[src/rtl/fn_pkg.sv]
// ============================================================================
// Module   : fn_pkg
// Purpose  : Shared definitions for the iterative branch comparator:
//            funct3 comparison codes, FSM state encoding and result helpers.
// Revision : 1.0 - initial release
// ============================================================================
`default_nettype none

package fn_pkg;

    // RISC-V branch funct3 codes
    localparam logic [2:0] FN_EQ  = 3'b000;
    localparam logic [2:0] FN_NE  = 3'b001;
    localparam logic [2:0] FN_LT  = 3'b100;
    localparam logic [2:0] FN_GE  = 3'b101;
    localparam logic [2:0] FN_LTU = 3'b110;
    localparam logic [2:0] FN_GEU = 3'b111;

    // Controller states
    typedef enum logic [1:0] {
        ESPERA   = 2'd0,
        COMPARAR = 2'd1,
        FIN      = 2'd2
    } estado_t;

    // Signed modes get their sign bits inverted so the chunk walk stays unsigned
    function automatic logic fn_es_signo(input logic [2:0] m);
        return (m == FN_LT) || (m == FN_GE);
    endfunction

    // Final branch outcome from equality/less-than flags; illegal codes yield 0
    function automatic logic fn_resultado(input logic [2:0] m,
                                          input logic      ig,
                                          input logic      me);
        logic r;
        case (m)
            FN_EQ:         r = ig;
            FN_NE:         r = !ig;
            FN_LT, FN_LTU: r = me;
            FN_GE, FN_GEU: r = !me;
            default:       r = 1'b0;
        endcase
        return r;
    endfunction

endpackage

`default_nettype wire

[src/rtl/fn_comparar_paso.sv]
// ============================================================================
// Module   : fn_comparar_paso
// Purpose  : Combinational PASO-bit unsigned chunk comparator.
//            dif   = chunks differ
//            menor = chunk a is below chunk b (unsigned)
// Revision : 1.0 - initial release
// ============================================================================
`default_nettype none

module fn_comparar_paso #(
    parameter int PASO = 8
) (
    input  logic [PASO-1:0] a,
    input  logic [PASO-1:0] b,
    output logic            dif,
    output logic            menor
);

    assign dif   = (a != b);
    assign menor = (a < b);

endmodule

`default_nettype wire

[src/rtl/fn_comparar_iter.sv]
// ============================================================================
// Module   : fn_comparar_iter
// Purpose  : Iterative RISC-V branch comparator (EQ/NE/LT/GE/LTU/GEU).
//            Walks the operands PASO bits per clock from MSB to LSB with a
//            start/done handshake (inicio / listo). All outputs registered.
// Config   : FN_COMPARAR_SALIDA_ANTICIPADA_EN - when defined, the walk stops
//            on the first differing chunk instead of always taking N steps.
// Revision : 1.0 - initial release
// ============================================================================
`default_nettype none

module fn_comparar_iter
    import fn_pkg::*;
#(
    parameter int ANCHO = 32,
    parameter int PASO  = 8
) (
    input  logic             clk,
    input  logic             nreset,
    input  logic             inicio,
    input  logic [ANCHO-1:0] a,
    input  logic [ANCHO-1:0] b,
    input  logic [2:0]       modo,
    output logic             ocupado,
    output logic             listo,
    output logic             Y,
    output logic             igual,
    output logic             menor
);

    localparam int N     = ANCHO / PASO;
    localparam int IDX_W = (N > 1) ? $clog2(N) : 1;
    localparam logic [ANCHO-1:0] SIGNO   = {1'b1, {(ANCHO-1){1'b0}}};
    localparam logic [IDX_W-1:0] IDX_TOP = IDX_W'(N - 1);

    estado_t          estado_q;
    logic [ANCHO-1:0] a_q;
    logic [ANCHO-1:0] b_q;
    logic [2:0]       modo_q;
    logic [IDX_W-1:0] idx_q;
    logic             dif_q;
    logic             menor_int_q;
    logic             ocupado_q;
    logic             listo_q;
    logic             y_q;
    logic             igual_q;
    logic             menor_q;

    logic [PASO-1:0]  chunk_a;
    logic [PASO-1:0]  chunk_b;
    logic             chunk_dif;
    logic             chunk_menor;
    logic             dif_d;
    logic             menor_int_d;
    logic             termina;

    // Single comparator, fed with the chunk currently selected by idx
    assign chunk_a = a_q[idx_q*PASO +: PASO];
    assign chunk_b = b_q[idx_q*PASO +: PASO];

    fn_comparar_paso #(
        .PASO (PASO)
    ) u_paso (
        .a     (chunk_a),
        .b     (chunk_b),
        .dif   (chunk_dif),
        .menor (chunk_menor)
    );

    // Only the most significant differing chunk decides the ordering
    always_comb begin
        dif_d       = dif_q | chunk_dif;
        menor_int_d = menor_int_q;
        if (!dif_q && chunk_dif) begin
            menor_int_d = chunk_menor;
        end
    end

`ifdef FN_COMPARAR_SALIDA_ANTICIPADA_EN
    // Stop at the first difference; equal operands still walk every chunk
    assign termina = (idx_q == '0) || (!dif_q && chunk_dif);
`else
    // Fixed latency: always walk all N chunks
    assign termina = (idx_q == '0);
`endif

    // Controller with registered handshake and result outputs
    always_ff @(posedge clk or negedge nreset) begin
        if (!nreset) begin
            estado_q    <= ESPERA;
            a_q         <= '0;
            b_q         <= '0;
            modo_q      <= '0;
            idx_q       <= '0;
            dif_q       <= 1'b0;
            menor_int_q <= 1'b0;
            ocupado_q   <= 1'b0;
            listo_q     <= 1'b0;
            y_q         <= 1'b0;
            igual_q     <= 1'b0;
            menor_q     <= 1'b0;
        end else begin
            case (estado_q)
                ESPERA: begin
                    listo_q <= 1'b0;
                    if (inicio) begin
                        a_q         <= fn_es_signo(modo) ? (a ^ SIGNO) : a;
                        b_q         <= fn_es_signo(modo) ? (b ^ SIGNO) : b;
                        modo_q      <= modo;
                        idx_q       <= IDX_TOP;
                        dif_q       <= 1'b0;
                        menor_int_q <= 1'b0;
                        ocupado_q   <= 1'b1;
                        estado_q    <= COMPARAR;
                    end
                end
                COMPARAR: begin
                    dif_q       <= dif_d;
                    menor_int_q <= menor_int_d;
                    if (termina) begin
                        igual_q  <= !dif_d;
                        menor_q  <= menor_int_d;
                        y_q      <= fn_resultado(modo_q, !dif_d, menor_int_d);
                        listo_q  <= 1'b1;
                        estado_q <= FIN;
                    end else begin
                        idx_q <= idx_q - IDX_W'(1);
                    end
                end
                FIN: begin
                    listo_q   <= 1'b0;
                    ocupado_q <= 1'b0;
                    estado_q  <= ESPERA;
                end
                default: begin
                    listo_q   <= 1'b0;
                    ocupado_q <= 1'b0;
                    estado_q  <= ESPERA;
                end
            endcase
        end
    end

    assign ocupado = ocupado_q;
    assign listo   = listo_q;
    assign Y       = y_q;
    assign igual   = igual_q;
    assign menor   = menor_q;

endmodule

`default_nettype wire
[config.mk]
export PLATFORM = sky130hd
export DESIGN_NAME = fn_comparar_iter
export DESIGN_NICKNAME = d
export VERILOG_FILES = /design/src/rtl/fn_pkg.sv /design/src/rtl/fn_comparar_paso.sv /design/src/rtl/fn_comparar_iter.sv
export SDC_FILE = /design/constraint.sdc
export NUM_CORES = 1
export LEC_CHECK = 0
export ABC_AREA = 1
export CORE_ASPECT_RATIO = 0.7
export CORE_MARGIN = 2
export CORE_UTILIZATION = 25
export DETAILED_ROUTE_END_ITERATION = 10
export GPL_TIMING_DRIVEN = 0
export SETUP_SLACK_MARGIN = 0.4
export SLEW_MARGIN = 20
export SYNTH_ARGS = -nofsm -noshare
export SYNTH_HDL_FRONTEND = slang
export SYNTH_HIERARCHICAL = 1
export SYNTH_SLANG_ARGS = --single-unit
[constraint.sdc]
create_clock -name clk -period 3.3 [get_ports clk]
set_clock_uncertainty 0.1 [all_clocks]
set_input_delay 0.495 -clock clk [delete_from_list [all_inputs] [get_ports clk]]
set_output_delay 0.495 -clock clk [all_outputs]
set_load 0.005 [all_outputs]
== After elaboration in Yosys (flattened, before gate mapping) ==
Index checks and enable logic that the tools add are counted.

* Register bits after elaboration: 78
* Input port bits: 70
* Logic and storage cells: 66
* Output and inout port bits: 5

* Add/sub/neg operators: 1
* Magnitude comparators: 1
* Equal/unequal tests: 12
* Reductions and logical operators: 17
* Bitwise logic cells: 4
* Shift-type cells: 2
* Multiplexer cells: 17

{| class="wikitable"
|+ Operators by type and width
! cell !! number
|-
| 32-bit 2-to-1 mux || 2
|-
| 32-bit by 6-bit indexed part select with 8-bit output || 2
|-
| 3-bit == test (second input constant) || 6
|-
| 2-bit AND reduction || 5
|-
| 8-bit < comparator || 1
|-
| 2-bit 2-to-1 mux || 4
|-
| 8-bit inequality test || 1
|-
| 2-bit one-hot mux with 2 select lines || 2
|-
| 2-bit inequality test (second input constant) || 3
|-
| 1-bit one-hot mux with 2 select lines || 3
|-
| 1-bit 2-to-1 mux || 5
|-
| 2-bit zero test || 2
|-
| 1-bit one-hot mux with 4 select lines || 1
|-
| 2-bit OR reduction || 2
|-
| 3-bit by 1-bit == test with 1-bit output (second input constant) || 1
|-
| 1-bit zero test || 3
|-
| 3-bit zero test || 1
|-
| 1-bit inverter || 3
|-
| 3-bit AND reduction || 1
|-
| 2-bit by 1-bit == test with 1-bit output (second input constant) || 1
|-
| 2-bit nonzero test || 1
|-
| 2-bit by 1-bit subtractor with 2-bit output (second input constant) || 1
|-
| 1-bit logical AND || 1
|-
| 1-bit logical OR || 1
|-
| 1-bit bitwise OR || 1
|}

== Longest topological paths before layout ==
Gate-level depths: netlist of run 1.

* Depth after elaboration: 6
* Gate-level depth with buffers: 18
* Mapped depth without buffers: 17

== Hierarchy ==
Netlist of run 1, hierarchy kept.

{| class="wikitable"
|+ By module, submodules not included
! module !! area each (sq um) !! cells each !! seq. area each (sq um) !! instances
|-
| fn_comparar_iter || 3589.7 || 305 || 1951.9 || 1
|-
| fn_comparar_paso || 219.0 || 36 || 0.0 || 1
|}

== Least setup slack after synthesis of run 1 ==
Ideal clock, no wire load.

* Path type: reg2reg
* From: reg idx_q[0]
* To: reg y_q, in the netlist Y
* Data arrival time: 2197 ps
* Setup slack: 882 ps
* Path buffers: 1
* Data required time: 3079 ps
* Setup time: 121 ps
* Cell stages (with the launch flop): 16
* Cells stage by stage: dfrtp_1 inv_1 buf_1 nor2_1 o22ai_1 inv_1 ha_1 nand2_1 nor2_2 nand4_1 nor2_1 inv_1 nand3_1 nand2_1 o21bai_1 nand2_1

* Word-level cells in the longest chain between the ends: 6
* Elaborated cells on any way between the ends: 12
* Classes of those cells: 1 x order compare; 1 x eq/ne; 2 x shift; 2 x mux; 1 x bitwise; 5 x reduce/logical

{| class="wikitable"
|+ Ends and longest elaborated chain
! element !! RTL line !! source
|-
| start, declared || fn_comparar_iter.sv:40 || <nowiki>logic [IDX_W-1:0] idx_q;</nowiki>
|-
| start signal, assigned || fn_comparar_iter.sv:127 || <nowiki>idx_q <= idx_q - IDX_W'(1);</nowiki>
|-
| 32-bit by 6-bit indexed part select with 8-bit output * || fn_comparar_iter.sv:59 || <nowiki>assign chunk_b = b_q[idx_q*PASO +: PASO];</nowiki>
|-
| named net chunk_b[7] || fn_comparar_iter.sv:50 || <nowiki>logic [PASO-1:0] chunk_b;</nowiki>
|-
| 8-bit inequality test * || fn_comparar_paso.sv:19 || <nowiki>assign dif = (a != b);</nowiki>
|-
| named net chunk_dif || fn_comparar_iter.sv:51 || <nowiki>logic chunk_dif;</nowiki>
|-
| 1-bit logical AND || fn_comparar_iter.sv:74 || <nowiki>if (!dif_q && chunk_dif) begin</nowiki>
|-
| 1-bit 2-to-1 mux || fn_comparar_iter.sv:74 ||
|-
| 1-bit zero test || fn_pkg.sv:40 || <nowiki>FN_GE, FN_GEU: r = !me;</nowiki>
|-
| 1-bit one-hot mux with 4 select lines * || fn_pkg.sv:36 || <nowiki>case (m)</nowiki>
|-
| end signal, assigned || fn_comparar_iter.sv:123 || <nowiki>y_q <= fn_resultado(modo_q, !dif_d, menor_int_d);</nowiki>
|-
| end, declared || fn_comparar_iter.sv:45 || <nowiki>logic y_q;</nowiki>
|}

The timed path passes the listed nets; every way through them passes the cells marked *.
A chain may end at the register's enable or synchronous reset.

== Final worst setup path of run 1 ==
* From: reg idx_q[1]
* To: reg y_q, in the netlist Y

Same word-level chain as after synthesis.

==> results of run 1 <==
## stage by stage
stage          hold WS (ps)  setup WS, ps
3_3_place_gp            370         -1030
6_report                391           606
5_1_grt                 407           399
4_1_cts                 396           406
3_5_place_dp            337           272
2_1_floorplan          99.4           882
## cells in the final DEF, fill, tap and decap left out, drive strengths merged, types with 12 or more instances in the layout
| master | n |
|---|---|
| mux2 | 62 |
| clkbuf | 17 |
| o22ai | 17 |
| buf | 12 |
| nand2 | 29 |
| nor2 | 43 |
| dfrtp | 78 |
| inv | 28 |
| clkdlybuf4s50 | 73 |
| o21ai | 43 |
## tightest hold or removal path: stages, from the launching register on
cell	delay (ps)
dfrtp_1	340
nand2_1	50
o21ai_0	60
## power groups by stage
stage,registers [uW],clock network (uW),logic [uW]
2_1_floorplan,1630,0,1790
3_3_place_gp,1780,0,2250
3_5_place_dp,1790,0,2320
4_1_cts,1780,1100,2340
5_1_grt,1840,1150,2630
6_report,1790,1080,2350
## cell families after synthesis
family / Yosys count / synth area share (%)
compound gates: 66 / 9.49
xor+xnor: 2 / 0.460
fa+ha+maj: 9 / 2.96
buf+inv: 43 / 5.32
flops: 78 / 51.2
mux: 62 / 22.1
simple gates: 81 / 8.44
## how the worst max path moves through the flow
stage | from | endpoint | slack [ps] | cells past startpoint
floorplan | idx_q[0]$_DFFE_PN0P_ | Y$_DFFE_PN0P_ | 880 | 15
global placement | nreset | a_q[6]$_DFFE_PN0P_ | -1030 | 1
detailed placement | idx_q[1]$_DFFE_PN0P_ | Y$_DFFE_PN0P_ | 270 | 15
CTS | idx_q[1]$_DFFE_PN0P_ | Y$_DFFE_PN0P_ | 410 | 15
global route | idx_q[1]$_DFFE_PN0P_ | Y$_DFFE_PN0P_ | 400 | 16
finish | idx_q[1]$_DFFE_PN0P_ | Y$_DFFE_PN0P_ | 610 | 16
## flip-flops by register name, indices dropped and copies added, names as in the netlist
name	flops
Y	1
a_q	32
b_q	32
dif_q	1
estado_q	2
idx_q	2
igual	1
listo	1
menor	1
menor_int_q	1
modo_q	3
ocupado	1
## routing by layer
metal / vias up / wire (um) / global-route usage (%)
met5: - / 0 / 0
met4: 0 / 102 / 4.37
li1: 1338 / - / -
met1: 1304 / 4890 / 18.7
met2: 87 / 4070 / 18.4
met3: 10 / 779 / 3.60
## area by class of cell
class                           instances  area, um2
Fill cell                            1498       9630
Sequential cell                        78       1950
Multi-Input combinational cell        220       1660
Timing Repair Buffer                   77        783
Tap cell                              195        244
Clock buffer                           10        239
Buffer                                 16        115
Inverter                               27        101
Clock inverter                          6       93.8
## timing repair
item | CTS | global route
hold buffers | 1 | 0
endpoints found under the setup margin | 1 | 5
endpoints found under the hold margin | 26 | 0
buffers inserted | 0 | 1
resized for setup | 3 | 16
pin swaps | 0 | 1
==> out/metrics.cfg, run 1 <==
[critical_path]
ff2ff_path_depth=16
critPathMaxStageDelay_ps=470
reg2reg_slack_ps=610
critical_path_class=reg -> reg
r2r_start=idx_q[1]$_DFFE_PN0P_
cpMaxStageDelayCell=dfrtp_2
start_kind=register
crit_chain=inv_2 -> clkbuf_4 -> o21ai_0 -> o22ai_1 -> inv_1 -> ha_1 -> nand2_1 -> nor2_2 -> nand4_1 -> buf_4 -> nor2_2 -> inv_1 -> nand3_1 -> nand2_1 -> o21bai_1 -> nand2_1
path_delay_family=buffers and inverters
critPathCaptureType=register
worstReg2RegEnd=Y$_DFFE_PN0P_
crit_buf_inv=5
crit_top_cell=nand2_1
arrival_ps=2820
cp_data_required_time_ps=3430
path_max_fanout=10

[finish]
stdcell_count=629
stdcell_area_mm2=0.00519
final_util_pct=35.0
num_antenna_cells=0
area_growth_pct=36.2
num-nets-final=508
drive_gt1_share_pct=24.0

[die]
coreArea_mm2=0.0148
dieArea_mm2=0.0163
fp.dieW_um=152
start_util_pct=25.7
die_h_um=107
num_rows=37
io_pins=75

[grt]
grt_overflow=0
antenna_found_initial=0
grt_use_total_pct=12.9
grt_pass1_vias=2858
grt_pass1_wl_um=15500
grt_start_max_net_pins=53

[timing]
rsz0062_at_grt=no
drv_slew=0
timing.fmax_mhz=371
finalSetupTns_ps=0
fin_crit_sh_pct=81.6
tightest_slew_ps=440
min_period_ps=2690
finalSetupViolations=0
maxSlewHeadroom_pct=70.7
hold_violations=0

[cts]
clockRootBuffer=clkbuf_16
cts.reportedPaths.clkPinSlew_ps=60
insertion_delay_ps=340
cts_tree=built
clk_path_buf_depth=2
cts_buffers=9
clock_sinks=78
cts_max_level=3

[place]
numPlacedInstances=611
post_dp_cell_area_mm2=0.00482
port_buffers=74
gp_congestion=0.887
hpwl_um=7630

[job]
cap_violations=0

[power_and_ir_drop]
clkPwrFrac_pct=20.7
total_power_uw=5220
p_int_uw=3340
combPwrFrac_pct=45.1
p_sw_uw=1880
power_leakage_uw=0.00238
swShare_pct=36.1
power_per_cell_area_mw_per_mm2=1010
seq_power_share_pct=34.2
ir_drop_mv=0.304

[yosys]
syn_area_mm2=0.00381
syn_avg_cell_area_um2=11.2
synthCells=341
synth.top_cell.area_share_pct=51.2
yosysWarnings=6
ys_ff_latch=78
async_flop_share_pct=100
synth_cell_types=21
yosys-top-cells-count=dfrtp_1, o21ai_0, nor2_1
syn-num-nets=420
ys_top_cells_by_area=dfrtp_1, mux2_4, mux2_2
synth.most_common_cell=dfrtp_1
synth_edf_count=0
yosysSeqAreaShare_pct=51.2
synth_top_area_cell=dfrtp_1
synth-main-ff-cell=dfrtp_1

[drt]
drt_iter0_drc=144
wl_per_cell_um=15.7
vias_per_cell=4.35
drt-total-wl_um=9850
vias=2739
final_antenna_net_count=0
drcViolationCount=0
drtPass1Iterations=4

[hold_path]
min_path_cells=2
hold_end=igual$_DFFE_PN0P_
hp-class=reg -> reg
min_from=igual$_DFFE_PN0P_

[run_status]
status=finished clean

Note: power is estimated with default switching activity, not from simulation.
==> run 2: changes to the inputs <==
==> constraint.sdc (replaced) <==
create_clock -name clk -period 2.5 [get_ports clk]
set_clock_uncertainty 0.1 [all_clocks]
set_input_delay 0.375 -clock clk [delete_from_list [all_inputs] [get_ports clk]]
set_output_delay 0.375 -clock clk [all_outputs]
set_load 0.005 [all_outputs]
==> run 2 against run 1 <==
  * Clock-buffer cell count shrank 1
  * Sequential share of layout area shrank 2.8 points
  * Sequential power grew 35%
  * Combinational power grew 80%
  * Register-to-register slack lost 530 ps
  * Global-route usage grew 0.53 points
  * Via count grew 4.3%
  * Fmax grew 11%
  * Worst hold slack gained 1.1 ps
  * Final cell count grew 2.1%
  * Setup slack lost 530 ps
  * Non-clock buffer count grew 13
  * Largest cell class unchanged
  * Highest routed layer unchanged
==> out/metrics.cfg, run 2 (synthesis results as in run 1) <==
[grt]
grt_start_max_net_pins=53
grt_use_total_pct=13.4
grt_pass1_wl_um=16200
grt_overflow=0
grt_pass1_vias=2939
antenna_found_initial=0

[drt]
drt-total-wl_um=10600
final_antenna_net_count=0
drt_iter0_drc=124
wl_per_cell_um=16.5
drcViolationCount=0
vias=2856
vias_per_cell=4.45
drtPass1Iterations=4

[cts]
cts.reportedPaths.clkPinSlew_ps=60
cts_max_level=3
clk_path_buf_depth=2
insertion_delay_ps=340
cts_tree=built
clock_sinks=78
clockRootBuffer=clkbuf_16
cts_buffers=9

[critical_path]
start_kind=register
crit_top_cell=nand2_1
ff2ff_path_depth=16
worstReg2RegEnd=Y$_DFFE_PN0P_
critPathCaptureType=register
cpMaxStageDelayCell=dfrtp_2
crit_chain=clkinv_4 -> buf_8 -> nor2_1 -> o22ai_2 -> ha_4 -> nand2_1 -> nand2_1 -> nand3_2 -> nand2_1 -> a21oi_2 -> inv_1 -> nand3_2 -> nand3_2 -> nand2_1 -> o21bai_1 -> nand2_1
critical_path_class=reg -> reg
arrival_ps=2550
critPathMaxStageDelay_ps=450
reg2reg_slack_ps=80
path_max_fanout=8
cp_data_required_time_ps=2630
r2r_start=idx_q[0]$_DFFE_PN0P_

[power_and_ir_drop]
ir_drop_mv=0.499
power_leakage_uw=0.00253
power_per_cell_area_mw_per_mm2=1450

[hold_path]
min_from=menor$_DFFE_PN0P_
min_path_cells=2
hp-class=reg -> reg
hold_end=menor$_DFFE_PN0P_

[timing]
tightest_slew_ps=383
fin_crit_sh_pct=96.8
finalSetupTns_ps=0
min_period_ps=2420
drv_slew=0
timing.fmax_mhz=413
rsz0062_at_grt=yes
maxSlewHeadroom_pct=74.5
fin_ws_ps=79.1
finalSetupViolations=0
hold_violations=0

[run_status]
status=finished clean

[die]
coreArea_mm2=0.0148
num_rows=37
start_util_pct=25.7
die_h_um=107
dieArea_mm2=0.0163
fp.dieW_um=152
io_pins=75

[finish]
n_fill_cell=1448
layout_common_cells=dfrtp_1, clkdlybuf4s50_1, mux2_4, nor2_1
drive_gt1_share_pct=34.2
final_util_pct=37.8
num_antenna_cells=0
area_growth_pct=47.1
num-nets-final=521
final_common_cell=dfrtp_1
reg_top3=a_q x32, b_q x32, modo_q x3

[place]
port_buffers=74
place_ws_ps=-206
hpwl_um=7680
gp_congestion=0.876

[job]
cap_violations=0

-- run 2: final cells by class --
| class | instances | area, um2 | share of cell area (%) |
|---|---|---|---|
| sequential | 78 | 1950 | 34.9 |
| multi-input combinational | 220 | 1860 | 33.2 |
| timing repair buffer | 90 | 898 | 16.0 |
| tap | 195 | 244 | 4.36 |
| clock buffer | 9 | 225 | 4.02 |
| buffer | 16 | 190 | 3.40 |
| clock inverter | 7 | 123 | 2.19 |
| inverter | 27 | 109 | 1.94 |
-- run 2: how the worst max path moves through the flow --
stage	to	slack [ps]	start	cells past startpoint
floorplan	Y$_DFFE_PN0P_	270	idx_q[0]$_DFFE_PN0P_	15
global placement	a_q[5]$_DFFE_PN0P_	-1690	nreset	1
detailed placement	Y$_DFFE_PN0P_	-210	idx_q[1]$_DFFE_PN0P_	15
CTS	Y$_DFFE_PN0P_	110	idx_q[0]$_DFFE_PN0P_	15
global route	Y$_DFFE_PN0P_	-80	idx_q[0]$_DFFE_PN0P_	16
finish	Y$_DFFE_PN0P_	80	idx_q[0]$_DFFE_PN0P_	16
-- run 2: power by group --
| group | internal [uW] | switching, uW | leakage (uW) |
|---|---|---|---|
| Combinational | 2240 | 1980 | 0.00145 |
| Sequential | 1910 | 501 | 0.000920 |
| Clock | 978 | 533 | 0.000162 |
-- run 2: metal layers --
layer  routed length (um)  global-route usage [%]
met4                  120                    3.90
met5                    0                       0
met3                  641                    3.77
met2                 4470                    18.8
met1                 5390                    20.0
-- run 2: stage by stage --
stage	instances	instance area [um2]	hold WS (ps)	power, uW
after floorplan	341	3850	-20.6	4590
after global placement	610	4840	369	5400
after detailed placement	611	4860	222	5500
after CTS	640	5430	393	7460
after global routing	642	5600	404	8650
final	642	5600	392	8140
-- run 2: what timing repair did --
item	in CTS	in global routing
cloned	2	0
hold buffers	1	0
endpoints found under the setup margin	5	5
pin swaps	16	25
buffers inserted	10	2
hold endpoints to repair	26	0
gates resized for setup	29	52
-- run 2: critical path, delay by kind of cell, from the launching register on --
family                     cells  cell delay, ps
AOI/OAI and AO/OA              3             320
adders and majority gates      1             300
buffers and inverters          3             380
DFF                            1             450
and+or+nand+nor                9             770
==> run 3: changes to the inputs <==
--- a/config.mk
+++ b/config.mk
@@ -9,6 +9,7 @@
 export CORE_ASPECT_RATIO = 0.7
 export CORE_MARGIN = 2
 export CORE_UTILIZATION = 25
+export CTS_CLUSTER_DIAMETER = 150
 export DETAILED_ROUTE_END_ITERATION = 10
 export GPL_TIMING_DRIVEN = 0
 export SETUP_SLACK_MARGIN = 0.4
==> results of run 3 <==
Same layout as run 2: the final DEF is identical, and so are final timing and power.
